<file path="src/rtl/squat_pkg.sv">
// rtl/squat_pkg.sv - shared types and defaults for the squat cell scheduler
package squat_pkg;

  localparam int CellBytesDefault = 53;

  typedef enum logic [1:0] {
    IDLE = 2'd0,
    XFER = 2'd1,
    DONE = 2'd2
  } sched_state_t;

endpackage

</file>
<file path="src/rtl/squat_cell_sched_rr_pick.sv">
// rtl/squat_cell_sched_rr_pick.sv - combinational round-robin first-one finder
module rr_pick #(
  parameter  int N  = 4,
  localparam int IW = $clog2(N)
) (
  input  logic [N-1:0]  req,
  input  logic [IW-1:0] ptr,
  output logic          found,
  output logic [IW-1:0] idx
);

  logic [IW-1:0] cand;

  // Scan from the farthest offset back to ptr so the nearest requester at or after ptr wins
  always_comb begin
    found = 1'b0;
    idx   = '0;
    cand  = '0;
    for (int k = N - 1; k >= 0; k--) begin
      cand = IW'((int'(ptr) + k) % N);
      if (req[cand]) begin
        found = 1'b1;
        idx   = cand;
      end
    end
  end

endmodule

</file>
<file path="src/rtl/squat_cell_sched.sv">
// rtl/squat_cell_sched.sv - round-robin cell bus scheduler with forward/drop statistics
module squat_cell_sched
  import squat_pkg::*;
#(
  parameter  int NumRx     = 4,
  parameter  int NumTx     = 4,
  parameter  int CellBytes = CellBytesDefault,
  parameter  int CntWidth  = 16,
  localparam int RxW       = $clog2(NumRx),
  localparam int BW        = $clog2(CellBytes)
) (
  input  logic                        clk,
  input  logic                        rst_n,
  input  logic                        cfg_enable,
  input  logic                        cnt_clr,
  input  logic [NumRx-1:0]            rx_req,
  input  logic [NumRx-1:0][NumTx-1:0] rx_fwd,
  input  logic [NumTx-1:0]            tx_ready,
  output logic [NumRx-1:0]            grant,
  output logic [RxW-1:0]              grant_id,
  output logic [NumTx-1:0]            tx_sel,
  output logic [BW-1:0]               byte_idx,
  output logic                        xfer_last,
  output logic                        cell_done,
  output logic [CntWidth-1:0]         cells_fwd,
  output logic [CntWidth-1:0]         cells_drop
);

  sched_state_t         state_q, state_d;
  logic [NumRx-1:0]     grant_q, grant_d;
  logic [RxW-1:0]       grant_id_q, grant_id_d;
  logic [NumTx-1:0]     tx_sel_q, tx_sel_d;
  logic [BW-1:0]        byte_idx_q, byte_idx_d;
  logic                 xfer_last_q, xfer_last_d;
  logic                 cell_done_q, cell_done_d;
  logic [RxW-1:0]       ptr_q, ptr_d;
  logic [CntWidth-1:0]  cells_fwd_q, cells_fwd_d;
  logic [CntWidth-1:0]  cells_drop_q, cells_drop_d;
  logic [NumRx-1:0]     elig;
  logic                 pick_found;
  logic [RxW-1:0]       pick_idx;
  logic                 last_beat;

  assign last_beat = (byte_idx_q == BW'(CellBytes - 1));

  // A requester is eligible when every Tx port its head cell targets is ready; empty vectors always qualify
  always_comb begin
    elig = '0;
    for (int i = 0; i < NumRx; i++) begin
      elig[i] = rx_req[i] && ((rx_fwd[i] & ~tx_ready) == '0);
    end
  end

  rr_pick #(.N(NumRx)) u_pick (
    .req   (elig),
    .ptr   (ptr_q),
    .found (pick_found),
    .idx   (pick_idx)
  );

  // State register
  always_ff @(posedge clk or negedge rst_n) begin
    if (!rst_n) state_q <= IDLE;
    else        state_q <= state_d;
  end

  // Next-state: arbitrate only in IDLE, always finish a started cell
  always_comb begin
    state_d = state_q;
    unique case (state_q)
      IDLE:    if (cfg_enable && pick_found) state_d = XFER;
      XFER:    if (last_beat) state_d = DONE;
      DONE:    state_d = IDLE;
      default: state_d = IDLE;
    endcase
  end

  // Output next values: latch grant on pick, step beats, retire cell and bump the matching counter
  always_comb begin
    grant_d      = grant_q;
    grant_id_d   = grant_id_q;
    tx_sel_d     = tx_sel_q;
    byte_idx_d   = byte_idx_q;
    xfer_last_d  = 1'b0;
    cell_done_d  = 1'b0;
    ptr_d        = ptr_q;
    cells_fwd_d  = cells_fwd_q;
    cells_drop_d = cells_drop_q;
    unique case (state_q)
      IDLE: begin
        if (cfg_enable && pick_found) begin
          grant_d    = NumRx'(1) << pick_idx;
          grant_id_d = pick_idx;
          tx_sel_d   = rx_fwd[pick_idx];
          byte_idx_d = '0;
          ptr_d      = (pick_idx == RxW'(NumRx - 1)) ? '0 : pick_idx + 1'b1;
        end
      end
      XFER: begin
        if (last_beat) begin
          grant_d     = '0;
          grant_id_d  = '0;
          tx_sel_d    = '0;
          byte_idx_d  = '0;
          cell_done_d = 1'b1;
          if (|tx_sel_q) cells_fwd_d  = cells_fwd_q + 1'b1;
          else           cells_drop_d = cells_drop_q + 1'b1;
        end else begin
          byte_idx_d  = byte_idx_q + 1'b1;
          xfer_last_d = ((byte_idx_q + 1'b1) == BW'(CellBytes - 1));
        end
      end
      default: ;
    endcase
    if (cnt_clr) begin
      cells_fwd_d  = '0;
      cells_drop_d = '0;
    end
  end

  // Output and datapath registers; reset drops the grant and discards any partial cell
  always_ff @(posedge clk or negedge rst_n) begin
    if (!rst_n) begin
      grant_q      <= '0;
      grant_id_q   <= '0;
      tx_sel_q     <= '0;
      byte_idx_q   <= '0;
      xfer_last_q  <= 1'b0;
      cell_done_q  <= 1'b0;
      ptr_q        <= '0;
      cells_fwd_q  <= '0;
      cells_drop_q <= '0;
    end else begin
      grant_q      <= grant_d;
      grant_id_q   <= grant_id_d;
      tx_sel_q     <= tx_sel_d;
      byte_idx_q   <= byte_idx_d;
      xfer_last_q  <= xfer_last_d;
      cell_done_q  <= cell_done_d;
      ptr_q        <= ptr_d;
      cells_fwd_q  <= cells_fwd_d;
      cells_drop_q <= cells_drop_d;
    end
  end

  assign grant      = grant_q;
  assign grant_id   = grant_id_q;
  assign tx_sel     = tx_sel_q;
  assign byte_idx   = byte_idx_q;
  assign xfer_last  = xfer_last_q;
  assign cell_done  = cell_done_q;
  assign cells_fwd  = cells_fwd_q;
  assign cells_drop = cells_drop_q;

endmodule
</file>
<file path="config.mk">
export PLATFORM = sky130hd
export DESIGN_NAME = squat_cell_sched
export DESIGN_NICKNAME = d
export VERILOG_FILES = /design/src/rtl/squat_pkg.sv /design/src/rtl/squat_cell_sched_rr_pick.sv /design/src/rtl/squat_cell_sched.sv
export SDC_FILE = /design/constraint.sdc
export NUM_CORES = 1
export LEC_CHECK = 0
export BUFFER_PORTS_ARGS = -buffer_cell sky130_fd_sc_hd__buf_2
export CAP_MARGIN = 20
export CORE_ASPECT_RATIO = 0.6
export CORE_MARGIN = 1
export CORE_UTILIZATION = 53
export CTS_CLUSTER_SIZE = 30
export DETAILED_ROUTE_END_ITERATION = 6
export PLACE_DENSITY = 0.84
export SETUP_SLACK_MARGIN = 0.02
export SYNTH_ARGS = -nofsm -noshare
export SYNTH_HDL_FRONTEND = slang
export SYNTH_SLANG_ARGS = --single-unit
</file>
<file path="constraint.sdc">
create_clock -name clk -period 2.7 [get_ports clk]
set_input_delay 0.135 -clock clk [delete_from_list [all_inputs] [get_ports clk]]
set_output_delay 0.135 -clock clk [all_outputs]
set_load 0.01 [all_outputs]
</file>
# --- Yosys cells after proc, flatten, opt, wreduce, memory -nomap -nowiden ---
# Index checks and enable logic that the tools add are counted.
op_classes:
  order_cmp: 5
  eq_ne: 7
  bitwise: 5
  shifts: 1
  muxes: 45
  n_reduce_logical: 21
  add_sub_neg: 7
op_table:
  columns: ["operator", "n"]
  rows:
  - ["$mux 16", 8]
  - ["$add 16x1->16 const B", 2]
  - ["$mux 2", 9]
  - ["$and 4x4->4", 4]
  - ["$logic_not 4->1", 4]
  - ["$mux 4", 4]
  - ["$pmux 4 s2", 2]
  - ["$lt 2x3->1 const B", 5]
  - ["$eq 6x6->1 const B", 2]
  - ["$mux 1", 12]
  - ["$mux 6", 2]
  - ["$pmux 6 s2", 1]
  - ["$reduce_and 3->1", 3]
  - ["$bmux 1 s2", 4]
  - ["$bmux 4 s2", 1]
  - ["$pmux 2 s2", 2]
  - ["$reduce_bool 2->1", 4]
  - ["$add 6x1->6 const B", 1]
  - ["$ne 2x2->1 const B", 3]
  - ["$reduce_and 2->1", 3]
  - ["$logic_and 1x1->1", 5]
  - ["$add 2x1->2 const B", 2]
  - ["$add 2x2->2 const B", 2]
  - ["$not 4->4", 1]
  - ["other kinds (5)", 5]
totals:
  word_cells: 101
  input_bits: 28
  register_bits: 54
  output_inout_bits: 50

# --- Logic depth before layout (Yosys ltp) ---
# Gate-level depths: netlist (run 1).
depth:
  word_depth: 14
  depth_mapped: 10

# --- By module ---
# A second synthesis (run 1) with hierarchy kept.
hier_totals:
  hier_cells: 336
  hier_area_um2: 3101.7
modules_own_cells:
  columns: ["module", "cells_each", "instances", "area_each_um2"]
  rows:
  - ["squat_cell_sched", 323, 1, 3024.2]
  - ["rr_pick", 13, 1, 77.6]

# --- Worst setup path after synthesis (run 1) ---
# No wires, ideal clock.
synth_timing:
  kind: "reg-to-reg"
  from: "register byte_idx_q[0] (netlist: byte_idx[0])"
  to: "register cells_fwd_q[14] (netlist: cells_fwd[14])"
  setup_time_ps: 77
  path_buffers: 0
  period_less_slack_ps: 2027
  setup_slack_ps: 673
  t_required_ps: 2623
  arrival_ps: 1950
  path_stages_with_launch: 9
  cell_sequence: "dfrtp_1 -> inv_1 -> ha_1 -> inv_1 -> nor4_4 -> and3_4 -> nand2b_4 -> or3_1 -> a21oi_1"
synth_between:
  elab_chain_len: 3
synth_lines:
  columns: ["element", "line_no", "text"]
  rows:
  - ["from (decl)", "squat_cell_sched.sv:33", "logic [BW-1:0] byte_idx_q, byte_idx_d;"]
  - ["from (signal assigned)", "squat_cell_sched.sv:137", "byte_idx_q <= byte_idx_d;"]
  - ["$eq 6x6->1", "squat_cell_sched.sv:44", "assign last_beat = (byte_idx_q == BW'(CellBytes - 1));"]
  - ["$reduce_bool 2->1 (no line)", null, null]
  - ["$reduce_and 3->1 (no line)", null, null]
  - ["to (signal assigned)", "squat_cell_sched.sv:141", "cells_fwd_q <= cells_fwd_d;"]
  - ["to (decl)", "squat_cell_sched.sv:37", "logic [CntWidth-1:0] cells_fwd_q, cells_fwd_d;"]
# Every way passes these cells.
# A chain may end at the register's enable or synchronous reset.

# --- Worst setup path after layout (run 1) ---
layout_timing:
  from: "register byte_idx_q[1] (netlist: byte_idx[1])"
  to: "register cells_fwd_q[13] (netlist: cells_fwd[13])"
# Same word-level chain as after synthesis.

==> reports/metrics.cfg, run 1 <==
[status]
status = finished, violations left
violations = DRC

[yosys]
ys_ff_latch = 54
seq_area_frac_synth = 0.461
ys_top_cells_by_count = dfrtp_1, nand2_1, nor2_1, xor2_1, nand3_1
synth_cell_types = 47
synthArstFlopShare = 1.00
yosysMostFrequentCell = dfrtp_1
synthFlopType = dfrtp_1
avgSynthCellArea_sq_um = 9.62
syn-instance-count = 305
synth_top_area_frac = 0.461
yosysWarnings = 0
synth-edff-count = 0
synth_fp_nets = 342
yosys.area.top_type = dfrtp_1
syn-cell-area_sq_um = 2930
synth_area_leaders = dfrtp_1, xor2_1, nand2_1

[pwr]
p_int_mw = 1.03
ir_worst_vdd_mv = 0.235
p_leak_nw = 1.81
swShare = 0.241
switchingPower_uw = 329
p_clk_frac = 0.329
p_seq_frac = 0.594
total_power_mw = 1.36
powerDensity_nw_per_um2 = 392
combinationalPowerShare = 0.078

[setup_path]
crit_path_start_kind = flip-flop
path_class = reg2reg
r2r_slack_ns = 0.39
crit_path_end_kind = flip-flop
cp_max_fo = 8
cp_data_required_time_ns = 2.88
cp_data_arrival_time_ns = 2.49
crit_start = byte_idx[1]
timing.rr.start = byte_idx[1]

[sta]
setup_ws_ns = 0.388
finalSetupTns_ns = 0
hold_viol_final = 0
fin_crit_ns = 2.31
fmax_ghz = 0.433
slew_headroom = 0.548
max_slew.worst_pin.slew_ns = 0.678
rsz0062_at_grt = false
skew_ns = 0.00437
timing.hold.ws_ns = 0.142
layout_worst_path_cycle_share = 0.856
report.final.slew_viol_count = 0
setup_viol = 0

[floorplan]
core_sq_um = 5180
start_util = 0.566
std_cell_rows = 20
die_y_um = 59.6
dieArea_sq_um = 5850
io_pins = 78
fp.dieW_um = 98.1

[layout]
seq_area_sq_um = 1350
multiInputGateArea_sq_um = 1490
finalNetCount = 421
fin_area_sq_um = 3470
diodes = 0
area_delta_synth_final_pct = 18.4
layout-drive-gt1-share = 0.260
fillers = 429

[global_routing]
grt_pass1_wl_um = 11200
grt_pass1_vias = 2340
grt_overflow_total = 0
antenna_found_initial = 0
grt_start_max_net_pins = 55
track_usage = 0.247

[place]
dpl.hpwl_um = 5070
place_area_sq_um = 3380
gp_congestion = 0.770
io_buffers = 77
pre_cts_ws_ns = 0.405

[clocking]
root_buffer = clkbuf_8
cts_made_buffers = 5
cts_setup_buffers = 0
cts_sinks = 54
h-tree-depth = 2
clk_latency_ns = 0.30
path_clk_slew_ns = 0.10
cts_buffer_depth = 2
cts_tree = done

[routing]
via_per_inst = 5.55
avgRoutedWirePerCell_um = 14.8
ant_nets = 0
routed_wl_um = 6670
drc = 4
initialDrtViolationCount = 176
drtPass1Iterations = 7
route.vias.total = 2503

[job]
maxCapViolCount = 0

[hold_path]
holdCritStartpoint = rx_fwd[14]
hp-class = in2reg

path summary, 6_finish.rpt:
path                            endpoint  cells after the start
max                        cells_fwd[13]                      9
min                            tx_sel[2]                      3
max reg2reg                cells_fwd[13]                      9
min reg2reg                     grant[1]                      2
max in group asynchronous   cells_fwd[6]                      3
min in group asynchronous  cells_fwd[11]                      3
through the flow:
step,utilization,cells
2_1_floorplan,-,305
3_3_place_gp,0.652,442
3_5_place_dp,0.652,442
4_1_cts,0.671,451
5_1_grt,0.671,451
6_report,0.671,451
cells by family (layout without fill, tap and decap cells):
kind of cell,Yosys count,after routing,share of synthesized area
simple gates,143,143,0.263
xor+xnor,28,28,0.0836
compound gates,38,38,0.0878
mux,10,10,0.0341
buf+inv,23,103,0.0328
fa+ha+maj,9,9,0.0384
flops,54,54,0.461
placed cells by master, fill, tap and decap left out, drive strengths merged, types with 9 or more instances in the layout:
| master | instances |
|---|---|
| nand4 | 9 |
| inv | 15 |
| nand2 | 40 |
| buf | 79 |
| nand3 | 19 |
| dfrtp | 54 |
| xor2 | 23 |
| mux2i | 10 |
| nor2 | 39 |
| o21ai | 16 |
| ha | 9 |
final cells by class:
type                            count  share of cell area
Inverter                           15              0.0162
Sequential cell                    54               0.389
Clock buffer                        6              0.0209
Timing Repair Buffer               80               0.118
Multi-Input combinational cell    228               0.428
Clock inverter                      2             0.00396
Tap cell                           66              0.0238
routing by layer:
layer | track usage | wire length [um]
met1 | 0.350 | 3260
met2 | 0.380 | 2950
met3 | 0.0590 | 382
met4 | 0.0693 | 78
met5 | 0 | 0
repair_timing:
item                      4_1_cts  5_1_grt
hold buffers                    1        0
gates resized for setup         0        0
hold endpoints to repair       54        0
worst max-delay path: stages, from the launching register on:
cell	delay (ns)
dfrtp_1	0.44
inv_1	0.11
ha_1	0.16
inv_1	0.11
nor4_4	0.46
nand4_2	0.29
nor2_1	0.28
nand4_1	0.14
xor2_1	0.14
nor2_1	0.05
flip-flops by register name, summed over array words and instances, names as in the netlist:
| name | count |
|---|---|
| cells_fwd | 16 |
| grant | 4 |
| tx_sel | 4 |
| cell_done | 1 |
| grant_id | 2 |
| xfer_last | 1 |
| ptr_q | 2 |
| byte_idx | 6 |
| state_q | 2 |
| cells_drop | 16 |
power groups by stage:
stage | logic (mW) | clock network, mW | registers (mW)
6_report | 0.106 | 0.447 | 0.808
3_3_place_gp | 0.104 | 0 | 0.824
5_1_grt | 0.118 | 0.490 | 0.808
2_1_floorplan | 0.0567 | 0 | 0.824
4_1_cts | 0.106 | 0.456 | 0.808
3_5_place_dp | 0.105 | 0 | 0.824
No activity file was read; power rests on OpenSTA's default activity.
==> run 2, diff against run 1 <==
--- a/config.mk
+++ b/config.mk
@@ -9,10 +9,10 @@
 export CAP_MARGIN = 20
 export CORE_ASPECT_RATIO = 0.6
 export CORE_MARGIN = 1
-export CORE_UTILIZATION = 53
+export CORE_UTILIZATION = 50
 export CTS_CLUSTER_SIZE = 30
 export DETAILED_ROUTE_END_ITERATION = 6
-export PLACE_DENSITY = 0.84
+export PLACE_DENSITY = 0.8
 export SETUP_SLACK_MARGIN = 0.02
 export SYNTH_ARGS = -nofsm -noshare
 export SYNTH_HDL_FRONTEND = slang
==> run 2 against run 1 <==
  * The flow now finishes without violations
  * Final cell count increased by 3.1%
  * Sequential share of layout area decreased by 0.24 points
  * Count of clock-buffer cells in the layout decreased by 1
  * Routed wire length decreased by 1.6%
==> reports/metrics.cfg, run 2 (synthesis results as in run 1) <==
[hold_path]
whs_path_depth = 3
hp-class = in2reg
holdCritStartpoint = rx_fwd[8]
holdPathEnd = tx_sel[0]

[routing]
initialDrtViolationCount = 158
drtPass1Iterations = 4
route.vias.total = 2510
drc = 0
via_per_inst = 5.40
ant_nets = 0
routed_wl_um = 6560
avgRoutedWirePerCell_um = 14.1

[clocking]
clk_latency_ns = 0.32
cts_sinks = 54
root_buffer = clkbuf_8
cts.repair.resized = 0
cts_setup_buffers = 0
h-tree-depth = 2
cts_tree = done
hold_buffers = 1
path_clk_slew_ns = 0.10
cts_buffer_depth = 2
cts_made_buffers = 5

[setup_path]
cp_data_arrival_time_ns = 2.44
crit_path_end_kind = flip-flop
r2r_slack_ns = 0.45
path_class = reg2reg
cp_max_fo = 8
cp_data_required_time_ns = 2.89
crit_path_start_kind = flip-flop
timing.rr.start = byte_idx[0]
ff2ff_path_depth = 9
timing.rr.end = cells_fwd[13]

[layout]
final_common_cell = buf_2
multiInputGateArea_sq_um = 1490
layout.cells.non_filler = 465
finalNetCount = 422
diodes = 0
mostFrequentLayoutCells = buf_2, dfrtp_1, nand2_1, nor2_1, xor2_1
area_delta_synth_final_pct = 19.1
fillers = 500
layout-drive-gt1-share = 0.262
seq_area_sq_um = 1350
utilization = 0.621

[pwr]
p_int_mw = 1.03
p_clk_frac = 0.327
powerDensity_nw_per_um2 = 390
p_seq_frac = 0.593
combinationalPowerShare = 0.080
p_leak_nw = 1.82
swShare = 0.245
ir_worst_vdd_mv = 0.188
switchingPower_uw = 333

[floorplan]
std_cell_rows = 21
io_pins = 78
core_sq_um = 5620
dieArea_sq_um = 6190
die_y_um = 61.3
start_util = 0.522
fp.dieW_um = 101

[sta]
fin_crit_ns = 2.25
max_slew.worst_pin.slew_ns = 0.789
hold_viol_final = 0
layout_worst_path_cycle_share = 0.835
slew_headroom = 0.474
rsz0062_at_grt = false
timing.hold.ws_ns = 0.146
setup_ws_ns = 0.447
finalSetupTns_ns = 0
setup_viol = 0
fmax_ghz = 0.444
report.final.slew_viol_count = 0
skew_ns = 0.0147

[place]
io_buffers = 77
pre_cts_ws_ns = 0.434
gp_congestion = 0.785
place_inst = 457
dpl.hpwl_um = 4940

[global_routing]
grt_overflow_total = 0
antenna_found_initial = 0
track_usage = 0.225
grt_start_max_net_pins = 36
grt_pass1_vias = 2144
grt_pass1_wl_um = 10400

[job]
maxCapViolCount = 0

[status]
status = complete, no violations

run 2: worst max path at each step:
stage                      from       endpoint  slack [ns]  depth (start not counted)
CTS                 byte_idx[0]  cells_fwd[13]        0.43                          9
detailed placement  byte_idx[0]  cells_fwd[13]        0.43                          9
global placement    byte_idx[0]  cells_fwd[13]        0.56                          9
floorplan           byte_idx[0]  cells_fwd[14]        0.67                          8
finish              byte_idx[0]  cells_fwd[13]        0.45                          9
global route        byte_idx[0]  cells_fwd[13]        0.21                          9
run 2: layout make-up:
type | instances | share of cell area
well taps | 80 | 0.0286
clock inverters | 2 | 0.00394
clock buffers | 5 | 0.0197
multi-input cells | 228 | 0.425
repair buffers | 81 | 0.120
flip-flops and latches | 54 | 0.387
inverters | 15 | 0.0161
run 2: power by group through the flow:
stage / registers, mW / logic [mW] / clock network [mW]
floorplan: 0.824 / 0.0567 / 0
global placement: 0.824 / 0.105 / 0
detailed placement: 0.824 / 0.108 / 0
CTS: 0.808 / 0.110 / 0.457
global route: 0.808 / 0.122 / 0.486
finish: 0.808 / 0.110 / 0.445
run 2: routing by layer:
layer  track usage  routed length, um  up-vias
li1              -                  -     1212
met1         0.342               3290     1207
met2         0.322               2750       80
met3        0.0409                421       11
met4        0.0849                105        0
met5             0                  0        -
run 2: per-stage QoR:
stage	instance area (sq um)	power (mW)
6_report	3490	1.36
2_1_floorplan	2930	0.881
4_1_cts	3490	1.37
5_1_grt	3490	1.42
3_5_place_dp	3400	0.932
3_3_place_gp	3400	0.929
run 2: critical path: stages, from the launching register on:
cell and delay [ns]:
dfrtp_1 0.46, inv_1 0.09, ha_1 0.15, inv_1 0.11
nor4_4 0.46, nand4_2 0.27, nor2_1 0.25, nand4_1 0.14
xor2_1 0.15, nor2_1 0.05
